==> src/rtl/button_debounce_array.sv <==
// Per-channel button debouncer with a two-flop (or deeper) synchroniser and a 4-state qualify FSM.
// Level, press and release outputs are registered and each channel is fully independent.
module button_debounce_array #(
  parameter int N_CH          = 4,
  parameter int STABLE_CYCLES = 1000,
  parameter int SYNC_STAGES   = 2
) (
  input  logic            i_clk,
  input  logic            i_rst,
  input  logic [N_CH-1:0] d_input,
  output logic [N_CH-1:0] out_level,
  output logic [N_CH-1:0] out_press,
  output logic [N_CH-1:0] out_release,
  output logic            out_any_press
);

  typedef enum logic [1:0] {
    STABLE_LOW,
    WAIT_HIGH,
    STABLE_HIGH,
    WAIT_LOW
  } state_e;

  localparam int CW = $clog2(STABLE_CYCLES + 1);
  localparam logic [CW-1:0] CNT_MAX = CW'(STABLE_CYCLES);
  localparam logic [CW-1:0] CNT_ONE = CW'(1);

  logic [N_CH-1:0] press_vec_d;
  logic            any_press_q;

  for (genvar ch = 0; ch < N_CH; ch++) begin : g_ch
    logic [SYNC_STAGES-1:0] sync_q;
    logic                   s;
    state_e                 state_q, state_d;
    logic [CW-1:0]          cnt_q, cnt_d;
    logic                   level_q, level_d;
    logic                   press_q, press_d;
    logic                   release_q, release_d;

    always_ff @(posedge i_clk or posedge i_rst) begin
      if (i_rst) sync_q <= '0;
      else       sync_q <= {sync_q[SYNC_STAGES-2:0], d_input[ch]};
    end

    assign s = sync_q[SYNC_STAGES-1];

    always_ff @(posedge i_clk or posedge i_rst) begin
      if (i_rst) begin
        state_q   <= STABLE_LOW;
        cnt_q     <= '0;
        level_q   <= 1'b0;
        press_q   <= 1'b0;
        release_q <= 1'b0;
      end else begin
        state_q   <= state_d;
        cnt_q     <= cnt_d;
        level_q   <= level_d;
        press_q   <= press_d;
        release_q <= release_d;
      end
    end

    // Counter starts at 1 on the first differing sample and never exceeds CNT_MAX.
    always_comb begin
      state_d = state_q;
      cnt_d   = cnt_q;
      case (state_q)
        STABLE_LOW: begin
          if (s) begin
            state_d = WAIT_HIGH;
            cnt_d   = CNT_ONE;
          end else begin
            cnt_d   = '0;
          end
        end
        WAIT_HIGH: begin
          if (!s) begin
            state_d = STABLE_LOW;
            cnt_d   = '0;
          end else if (cnt_q == CNT_MAX) begin
            state_d = STABLE_HIGH;
            cnt_d   = '0;
          end else begin
            cnt_d   = cnt_q + CNT_ONE;
          end
        end
        STABLE_HIGH: begin
          if (!s) begin
            state_d = WAIT_LOW;
            cnt_d   = CNT_ONE;
          end else begin
            cnt_d   = '0;
          end
        end
        WAIT_LOW: begin
          if (s) begin
            state_d = STABLE_HIGH;
            cnt_d   = '0;
          end else if (cnt_q == CNT_MAX) begin
            state_d = STABLE_LOW;
            cnt_d   = '0;
          end else begin
            cnt_d   = cnt_q + CNT_ONE;
          end
        end
        default: begin
          state_d = STABLE_LOW;
          cnt_d   = '0;
        end
      endcase
    end

    // The level only moves on the accepting edge, so WAIT states never disturb it.
    always_comb begin
      level_d   = level_q;
      press_d   = 1'b0;
      release_d = 1'b0;
      if (state_q == WAIT_HIGH && s && cnt_q == CNT_MAX) begin
        level_d = 1'b1;
        press_d = 1'b1;
      end else if (state_q == WAIT_LOW && !s && cnt_q == CNT_MAX) begin
        level_d   = 1'b0;
        release_d = 1'b1;
      end
    end

    assign press_vec_d[ch] = press_d;
    assign out_level[ch]   = level_q;
    assign out_press[ch]   = press_q;
    assign out_release[ch] = release_q;
  end

  always_ff @(posedge i_clk or posedge i_rst) begin
    if (i_rst) any_press_q <= 1'b0;
    else       any_press_q <= |press_vec_d;
  end

  assign out_any_press = any_press_q;

endmodule

==> config.mk <==
export PLATFORM = sky130hd
export DESIGN_NAME = button_debounce_array
export DESIGN_NICKNAME = d
export VERILOG_FILES = /design/src/rtl/button_debounce_array.sv
export SDC_FILE = /design/constraint.sdc
export NUM_CORES = 1
export LEC_CHECK = 0
export ABC_AREA = 0
export BUFFER_PORTS_ARGS = -buffer_cell sky130_fd_sc_hd__buf_2
export CAP_MARGIN = 20
export CORE_MARGIN = 5
export CORE_UTILIZATION = 38
export DETAILED_ROUTE_END_ITERATION = 10
export HOLD_SLACK_MARGIN = 0.1
export PLACE_DENSITY = 0.53
export SYNTH_ARGS = -nofsm -noshare
export SYNTH_HDL_FRONTEND = slang
export SYNTH_SLANG_ARGS = --single-unit
==> constraint.sdc <==
create_clock -name i_clk -period 3 [get_ports i_clk]
set_clock_uncertainty 0.2 [all_clocks]
set_input_delay 0.45 -clock i_clk [delete_from_list [all_inputs] [get_ports i_clk]]
set_output_delay 0.45 -clock i_clk [all_outputs]
set_load 0.05 [all_outputs]
# Yosys cells after proc, flatten, opt, wreduce, memory -nomap -nowiden

Index checks and enable logic that the tools add are counted.
Widths: inputs -> output; s select.

Bits in registers: 69
Input port bits: 6
Output and inout port bits: 13
Logic and storage cells: 166

Muxes and demuxes: 72
$add $sub $neg: 4
Reduce and logical (&&, ||, !) cells: 33
Equal/unequal tests: 32

Operator list:

| operator              | number |
|---|---|
| $pmux 10 s4           | 4 |
| $mux 10               | 12 |
| $mux 2                | 24 |
| $add 10x1->10 const B | 4 |
| $eq 10x10->1 const B  | 4 |
| $pmux 2 s4            | 4 |
| $mux 1                | 28 |
| $ne 3x3->1 const B    | 7 |
| $eq 2x2->1 const B    | 8 |
| $logic_and 1x1->1     | 16 |
| $ne 2x2->1 const B    | 8 |
| $reduce_and 4->1      | 4 |
| $eq 2x1->1 const B    | 4 |
| $logic_not 2->1       | 4 |
| $reduce_bool 2->1     | 4 |
| $logic_not 1->1       | 4 |
| $reduce_or 4->1       | 1 |
| $ne 3x2->1 const B    | 1 |

# Depth between registers and ports, before layout

Gate-level depths: netlist of the first run.

Depth in word-level cells: 5
Gate-level depth with buffers: 7
Mapped depth without buffers: 6

# Least setup slack after synthesis of the first run

No wires, ideal clock.

Kind: register to register
Start: register g_ch[2].cnt_q[0]
End: register any_press_q, in the netlist out_any_press
Data arrival time: 1.495 ns
Path slack: 1.166 ns
Setup time: 0.138 ns
Buffers on the path: 0
Clock period less this slack: 1.834 ns
Stages on the path, launching flop included: 7
Required time: 2.662 ns
Path through: dfrtp_1 inv_1 ha_1 nand4b_2 nor4_4 and3_4 or4_4

Word-level cells in the longest chain between the ends: 4

RTL lines:

| item                     | RTL line | text |
|---|---|---|
| start: declaration       | 35       | `logic [CW-1:0] cnt_q, cnt_d;` |
| start signal: assignment | 56       | `cnt_q <= cnt_d;` |
| $eq 10x10->1             | 118      | `if (state_q == WAIT_HIGH && s && cnt_q == CNT_MAX) begin` |
| $logic_and 1x1->1        | 118      |  |
| $mux 1                   | 118      |  |
| $reduce_or 4->1          | 135      | `else any_press_q <= \|press_vec_d;` |
| end signal: assignment   | 135      |  |
| end: declaration         | 29       | `logic any_press_q;` |

Every way passes these cells.
A chain may end at the register's enable or synchronous reset.

# Worst setup path in the final report of the first run

Same ends and word-level chain as after synthesis.

==> results.md, run 1 <==
* Slew at the pin closest to its max-slew limit at 0.838 ns
* Antenna violations before repair at 0
* RR Endpoint: out_any_press
* Area growth from synthesis to layout at 11.8%
* Number of setup violations in the final report at 0
* Origin of the critical flop-to-flop path: g_ch[2].cnt_q[0]
* Category of the critical setup timing path: reg -> reg
* Asr flop ratio synth at 100%
* Post-layout power at 1790 uW
* Status: complete, no violations
* Unrepaired setup endpoints after global routing: false
* Residual DRC at 0
* Class of the worst hold path: in -> async
* Routed wire length at 5200 um
* Global Route Usage Sum at 11.8%
* Standby leakage power at 0.00158 uW
* Distinct cells, synth at 44
* Minimum period implied by the final worst setup slack at 1.91 ns
* TritonRoute pass-1 iters at 4
* Count of flip-flops with a built-in enable after synthesis at 0
* Worst-path clk slew at 0.07 ns
* Root Driver: sky130_fd_sc_hd__clkbuf_8
* Post-Syn Instances at 286
* CTS HTree Levels at 3
* HPWL after detailed placement at 3500 um
* Max-capacitance violation count at 0
* Share of cells above drive strength 1 at 14.8%
* Wire length of the first global-routing pass at 9400 um
* Post-route non-filler standard cell count at 416
* Global placement routability congestion at 0.725
* Top-level port count at 19
* Clock latency reported for the late side of the worst-skew pair at 0.35 ns
* Worst VDD drop at 0.000218 V
* Hold Worst Slack at 0.148 ns
* Combined area of all synthesized cells at 3140 um2
* Clock sink total at 69
* Pin count of the biggest net entering global routing at 70
* #FFs+latches synth at 69
* Via count normalized by instance count at 4.70
* Endpoint of the most critical setup path: out_any_press
* Synth Warn # at 0
* Post-CTS setup repair buffer count at 0
* Die extent in y at 101 um
* Routed wire per std cell at 12.5 um
* Power density of the placed cells at 510 nW/um2
* PortBufs at 18
* Sequential fraction of the synthesis area at 55.0%
* Tcrit/Tclk final at 63.5%
* Total negative slack for setup checks at 0 ns
* CTS tree: built
* Top FF cell, synth: sky130_fd_sc_hd__dfrtp_1
* Final-stage net count at 320
* Final hold violation count at 0
* Crit. End Element: flop
* Critical path origin: g_ch[2].cnt_q[0]
* Endpoint arrival time on the critical path at 1.92 ns
* Setup slack of the worst register-to-register path at 1.09 ns
* Max_slew headroom at 44.1%
* Total number of placement rows at 33
* Initial standard-cell utilization of the core at 38.6%
* Drt first-iter violations at 46
* Number of nets in the synthesized netlist at 300
* Maximum buffer depth of the clock tree at 2
* Detailed-route via count at 1955
* Antenna fix cells at 0
* Gr ovfl total at 0
* Worst-path maximum fanout at 6
* Die area at 10200 um2
* Filler cell count at 767
* Required time at the endpoint of the critical path at 3.01 ns
* DIE WIDTH at 101 um
* Fin. max-slew vios at 0
* Number of cells after detailed placement at 396
* Number of global-route vias before repair at 2019
* Remaining number of nets flagged by the antenna check after routing at 0
* Maximum clock frequency at 0.525 GHz
* Avg Cell Area, Syn at 11.0 um2
* Nature of the critical path startpoint: flop
* Logic depth of the worst register-to-register path at 6
* Std-Cell Core Area at 8130 um2
* Number of buffers inserted during clock tree synthesis at 9
-- worst max-delay path, cell delays in order, from the launching register on --
cell                       delay [ns]
sky130_fd_sc_hd__dfrtp_1         0.40
sky130_fd_sc_hd__inv_1           0.06
sky130_fd_sc_hd__ha_1            0.20
sky130_fd_sc_hd__nand4b_2        0.13
sky130_fd_sc_hd__nor4_4          0.08
sky130_fd_sc_hd__and3_4          0.20
sky130_fd_sc_hd__or4_4           0.51
-- Yosys cell counts (2+ instances only) --
library cell,count,area [um2]
sky130_fd_sc_hd__nand3_1,15,75.1
sky130_fd_sc_hd__and2_1,4,25.0
sky130_fd_sc_hd__buf_4,12,90.1
sky130_fd_sc_hd__a21boi_0,4,30.0
sky130_fd_sc_hd__and4_1,3,26.3
sky130_fd_sc_hd__o21ai_0,8,40.0
sky130_fd_sc_hd__and3_1,3,18.8
sky130_fd_sc_hd__nor3b_1,4,30.0
sky130_fd_sc_hd__nand2_1,14,52.6
sky130_fd_sc_hd__inv_1,20,75.1
sky130_fd_sc_hd__xor2_1,18,158
sky130_fd_sc_hd__buf_2,2,10.0
sky130_fd_sc_hd__nor4_1,3,18.8
sky130_fd_sc_hd__and3_4,2,22.5
sky130_fd_sc_hd__nor2b_1,2,12.5
sky130_fd_sc_hd__dfrtp_1,69,1730
sky130_fd_sc_hd__nor2_1,41,154
sky130_fd_sc_hd__nor3_1,6,30.0
sky130_fd_sc_hd__ha_1,8,100
sky130_fd_sc_hd__nand4_1,9,56.3
sky130_fd_sc_hd__xnor2_1,16,140
-- area by class of cell --
type                       count  area, um2  share of cell area, %
sequential                    69       1730                   49.2
multi-input combinational    183       1240                   35.3
clock buffer                  13        159                   4.52
timing repair buffer          23        138                   3.92
tap                          105        131                   3.74
inverter                      20       75.1                   2.14
clock inverter                 3       43.8                   1.25
-- stage by stage --
stage                     instance area (um2)  setup slack [ns]  util [%]
after floorplan                          3140             0.610         -
after global placement                   3270              1.12      40.2
after detailed placement                 3270              1.07      40.2
after CTS                                3510              1.07      43.2
after global routing                     3510             0.967      43.2
final                                    3510              1.09      43.2
-- metal layers --
metal / share of wire [%] / global-route usage, % / routed length [um]
met4: 2.0 / 6.75 / 106
met5: 0 / 0 / 0
met2: 45 / 17.5 / 2330
met1: 49 / 15.6 / 2570
met3: 3.8 / 2.91 / 197
-- power breakdown --
group	switching [uW]	internal (uW)	total, uW
clock network	338	430	769
registers	15.9	945	961
logic	41.2	21.7	62.9
-- state kept, by name, indices dropped and copies added, names as in the netlist, named ones only --
name            flops
g_ch.press_q        4
g_ch.release_q      4
g_ch.level_q        4
g_ch.cnt_q         40
g_ch.state_q        4
out_any_press       1
g_ch.sync_q         8
-- layout by cell type, fill, tap and decap left out, types with 9 or more instances in the layout --
master,count
sky130_fd_sc_hd__dfrtp_1,69
sky130_fd_sc_hd__nor2_1,41
sky130_fd_sc_hd__inv_1,19
sky130_fd_sc_hd__xor2_1,18
sky130_fd_sc_hd__buf_2,18
sky130_fd_sc_hd__xnor2_1,16
sky130_fd_sc_hd__nand3_1,15
sky130_fd_sc_hd__nand2_1,14
sky130_fd_sc_hd__clkbuf_8,11
sky130_fd_sc_hd__nand4_1,9
-- worst min path at each step --
stage	slack [ns]	to	start	depth (start not counted)
2_1_floorplan	0.13	g_ch[0].sync_q[1]	g_ch[0].sync_q[0]	0
3_3_place_gp	0.13	g_ch[3].sync_q[1]	g_ch[3].sync_q[0]	0
3_5_place_dp	0.13	g_ch[0].sync_q[1]	g_ch[0].sync_q[0]	0
4_1_cts	0.15	g_ch[0].sync_q[1]	g_ch[0].sync_q[0]	0
5_1_grt	0.16	g_ch[0].sync_q[1]	g_ch[0].sync_q[0]	0
6_report	0.15	g_ch[3].cnt_q[4]	i_rst	3
-- repair_timing --
item                      CTS  global route
hold buffers                4             0
resized for setup           0             0
hold endpoints to repair    4             0
-- cells by family (layout without fill, tap and decap cells) --
kind of cell	after synthesis	in the layout	share of synthesized area (%)
AND/OR/NAND/NOR	121	121	22.3
buffers and inverters	34	59	5.58
multiplexers	1	1	0.319
flip-flops	69	69	55.0
XOR/XNOR	34	34	9.48
adder cells (fa/ha/maj)	8	8	3.19
AO/OA/AOI/OAI	19	19	4.14
No activity file was read; power rests on OpenSTA's default activity.
==> inputs of run 2 (changes only) <==
--- a/config.mk
+++ b/config.mk
@@ -12,7 +12,7 @@
 export CORE_UTILIZATION = 38
 export DETAILED_ROUTE_END_ITERATION = 10
 export HOLD_SLACK_MARGIN = 0.1
-export PLACE_DENSITY = 0.53
+export PLACE_DENSITY = 0.55
 export SYNTH_ARGS = -nofsm -noshare
 export SYNTH_HDL_FRONTEND = slang
 export SYNTH_SLANG_ARGS = --single-unit
==> constraint.sdc (replaced) <==
create_clock -name i_clk -period 1.7 [get_ports i_clk]
set_clock_uncertainty 0.2 [all_clocks]
set_input_delay 0.255 -clock i_clk [delete_from_list [all_inputs] [get_ports i_clk]]
set_output_delay 0.255 -clock i_clk [all_outputs]
set_load 0.05 [all_outputs]
==> run 2 against run 1 <==
  * The flow now finishes with violations (negative setup slack)
  * Sequential power is 76% higher
  * Global-route usage is 0.63 points higher
  * Die area stayed put
  * Flip-flop and latch count stayed put
  * Worst setup slack worse by 1.1 ns
  * Maximum frequency is 9.9% higher
  * Routed wire length is 12% higher
  * Clock power is 130% higher
  * Utilization is 7.5 points higher
  * Critical path type unchanged
  * Highest routed layer unchanged
==> results.md, run 2 (synthesis gave the netlist of run 1 again) <==
* Status: finished with violations
* Violations in the final reports: negative setup slack
* Wire length of the first global-routing pass at 10000 um
* Logic depth of the worst register-to-register path at 6
* Number of buffers inserted during clock tree synthesis at 9
* Top register by number of flip-flops: g_ch.cnt_q
* Global placement routability congestion at 0.772
* Drt first-iter violations at 34
* Std-Cell Core Area at 8130 um2
* Max-capacitance violation count at 0
* Worst-path clk slew at 0.07 ns
* PortBufs at 18
* Total number of placement rows at 33
* Clock latency reported for the late side of the worst-skew pair at 0.34 ns
* Antenna violations before repair at 0
* Cells on Worst Hold Path at 0
* Top Family by Delay on Critical Path: simple AND/OR/NAND/NOR gates
* Share of cells above drive strength 1 at 32.7%
* Minimum period implied by the final worst setup slack at 1.73 ns
* Routed wire length at 5820 um
* Residual DRC at 0
* Category of the critical setup timing path: reg -> reg
* Slew at the pin closest to its max-slew limit at 0.374 ns
* RR Endpoint: out_any_press
* Final core area utilization at 50.7%
* Endpoint with the worst hold slack: g_ch[3].sync_q[1]
* Area growth from synthesis to layout at 31.4%
* Class of the worst hold path: reg -> reg
* Library cell contributing the largest single delay on the critical path: sky130_fd_sc_hd__or4_4
* Setup slack of the worst register-to-register path at -0.03 ns
* Number of global-route vias before repair at 2280
* Nature of the critical path startpoint: flop
* Clock sink total at 69
* Antenna fix cells at 0
* Cell chain of the critical path: inv_1 > ha_2 > nand4bb_1 > nor3_2 > and3_4 > or4_4
* Routed wire per std cell at 12.4 um
* Power density of the placed cells at 887 nW/um2
* Most used cells in the layout excluding fill and tap cells: 69 x sky130_fd_sc_hd__dfrtp_1, 49 x sky130_fd_sc_hd__buf_4, 35 x sky130_fd_sc_hd__nor2_1
* Pin count of the biggest net entering global routing at 47
* Setup slack after layout at -0.0346 ns
* Total non-filler cell area in the finished layout at 4130 um2
* Global Route Usage Sum at 12.4%
* CTS tree: built
* Tcrit/Tclk final at 102%
* Flip-flop count of the largest register after layout at 40
* HPWL after detailed placement at 4010 um
* Remaining number of nets flagged by the antenna check after routing at 0
* Standby leakage power at 0.00191 uW
* Worst-path maximum fanout at 3
* Critical path's largest stage delay at 0.51 ns
* Die area at 10200 um2
* Worst VDD drop at 0.000582 V
* Root Driver: sky130_fd_sc_hd__clkbuf_8
* Final-stage net count at 373
* DIE WIDTH at 101 um
* Maximum buffer depth of the clock tree at 2
* Origin of the critical flop-to-flop path: g_ch[3].cnt_q[1]
* Number of setup violations in the final report at 1
* Post-placement worst setup slack at -0.0277 ns
* Fin. max-slew vios at 0
* Crit. End Element: flop
* Die extent in y at 101 um
* Top-level port count at 19
* Final hold violation count at 0
* Initial standard-cell utilization of the core at 38.6%
* Hold Worst Slack at 0.150 ns
* CTS HTree Levels at 3
* Hold path startpoint: g_ch[3].sync_q[0]
* Via count normalized by instance count at 4.71
* WP buf/inv at 1
* Gr ovfl total at 0
* Required time at the endpoint of the critical path at 1.71 ns
* Commonest non-fill, non-tap cell in the layout: sky130_fd_sc_hd__dfrtp_1
* Max_slew headroom at 75.0%
* Detailed-route via count at 2209
* DP Area at 3630 um2
* Unrepaired setup endpoints after global routing: true
* Regs by FF count: g_ch.cnt_q x40, g_ch.sync_q x8
* TritonRoute pass-1 iters at 4
* Maximum clock frequency at 0.577 GHz
* Endpoint arrival time on the critical path at 1.75 ns
run 2: cell types whose count changed in the layout (fill, tap and decap cells not counted), sizes merged:
cell	delta
dlygate4sd3	+1
inv	-1
buf	+52
clkbuf	-3
clkinvlp	+1
bufinv	+3
run 2: layer usage:
metal	wire, um	vias to the layer above	track usage (%)	part of all wire (%)
li1	-	1091	-	-
met1	2690	1088	15.3	46
met2	2850	22	20.4	49
met3	185	8	3.67	3.2
met4	94	0	4.91	1.6
met5	0	-	0	0
run 2: worst max-delay path by stage:
stage / cells after the start / endpoint / from
2_1_floorplan: 6 / out_any_press / g_ch[2].cnt_q[0]
3_3_place_gp: 6 / out_any_press / g_ch[2].cnt_q[1]
3_5_place_dp: 6 / out_any_press / g_ch[3].cnt_q[1]
4_1_cts: 6 / out_any_press / g_ch[3].cnt_q[1]
5_1_grt: 6 / out_any_press / g_ch[3].cnt_q[1]
6_report: 6 / out_any_press / g_ch[3].cnt_q[1]
run 2: final cells by class:
cell class | instances | area (um2)
Sequential cell | 69 | 1730
Multi-Input combinational cell | 183 | 1350
Inverter | 20 | 78.8
Fill cell | 703 | 4010
Clock inverter | 6 | 134
Timing Repair Buffer | 76 | 571
Tap cell | 105 | 131
Clock buffer | 10 | 138
run 2: power by group:
part	internal, uW	leakage, uW	total (uW)	switching [uW]
Clock	1160	0.000136	1780	619
Combinational	88.5	0.000851	191	102
Sequential	1670	0.000927	1690	18.7
run 2: worst reg2reg max path: cells and delay by family (launching register included):
| family | cells | cell delay, ns |
|---|---|---|
| and+or+nand+nor | 4 | 0.83 |
| DFF | 1 | 0.35 |
| adders and majority gates | 1 | 0.17 |
| buffers and inverters | 1 | 0.05 |
run 2: what timing repair did:
| action | in CTS | in global routing |
|---|---|---|
| gates cloned | 0 | 0 |
| hold buffers | 5 | 0 |
| setup endpoints to repair | 1 | 22 |
| endpoints found under the hold margin | 73 | 0 |
| resized for setup | 3 | 20 |
| buffers inserted | 8 | 4 |
| pin swaps | 9 | 5 |
run 2: per-stage QoR:
| stage | power, uW | setup TNS [ns] | std cells |
|---|---|---|---|
| 2_1_floorplan | 1800 | -0.0298 | 286 |
| 3_3_place_gp | 1880 | -0.00618 | 437 |
| 3_5_place_dp | 1880 | -0.0277 | 437 |
| 4_1_cts | 3700 | -0.0562 | 465 |
| 5_1_grt | 3800 | -0.256 | 469 |
| 6_report | 3660 | -0.0346 | 469 |
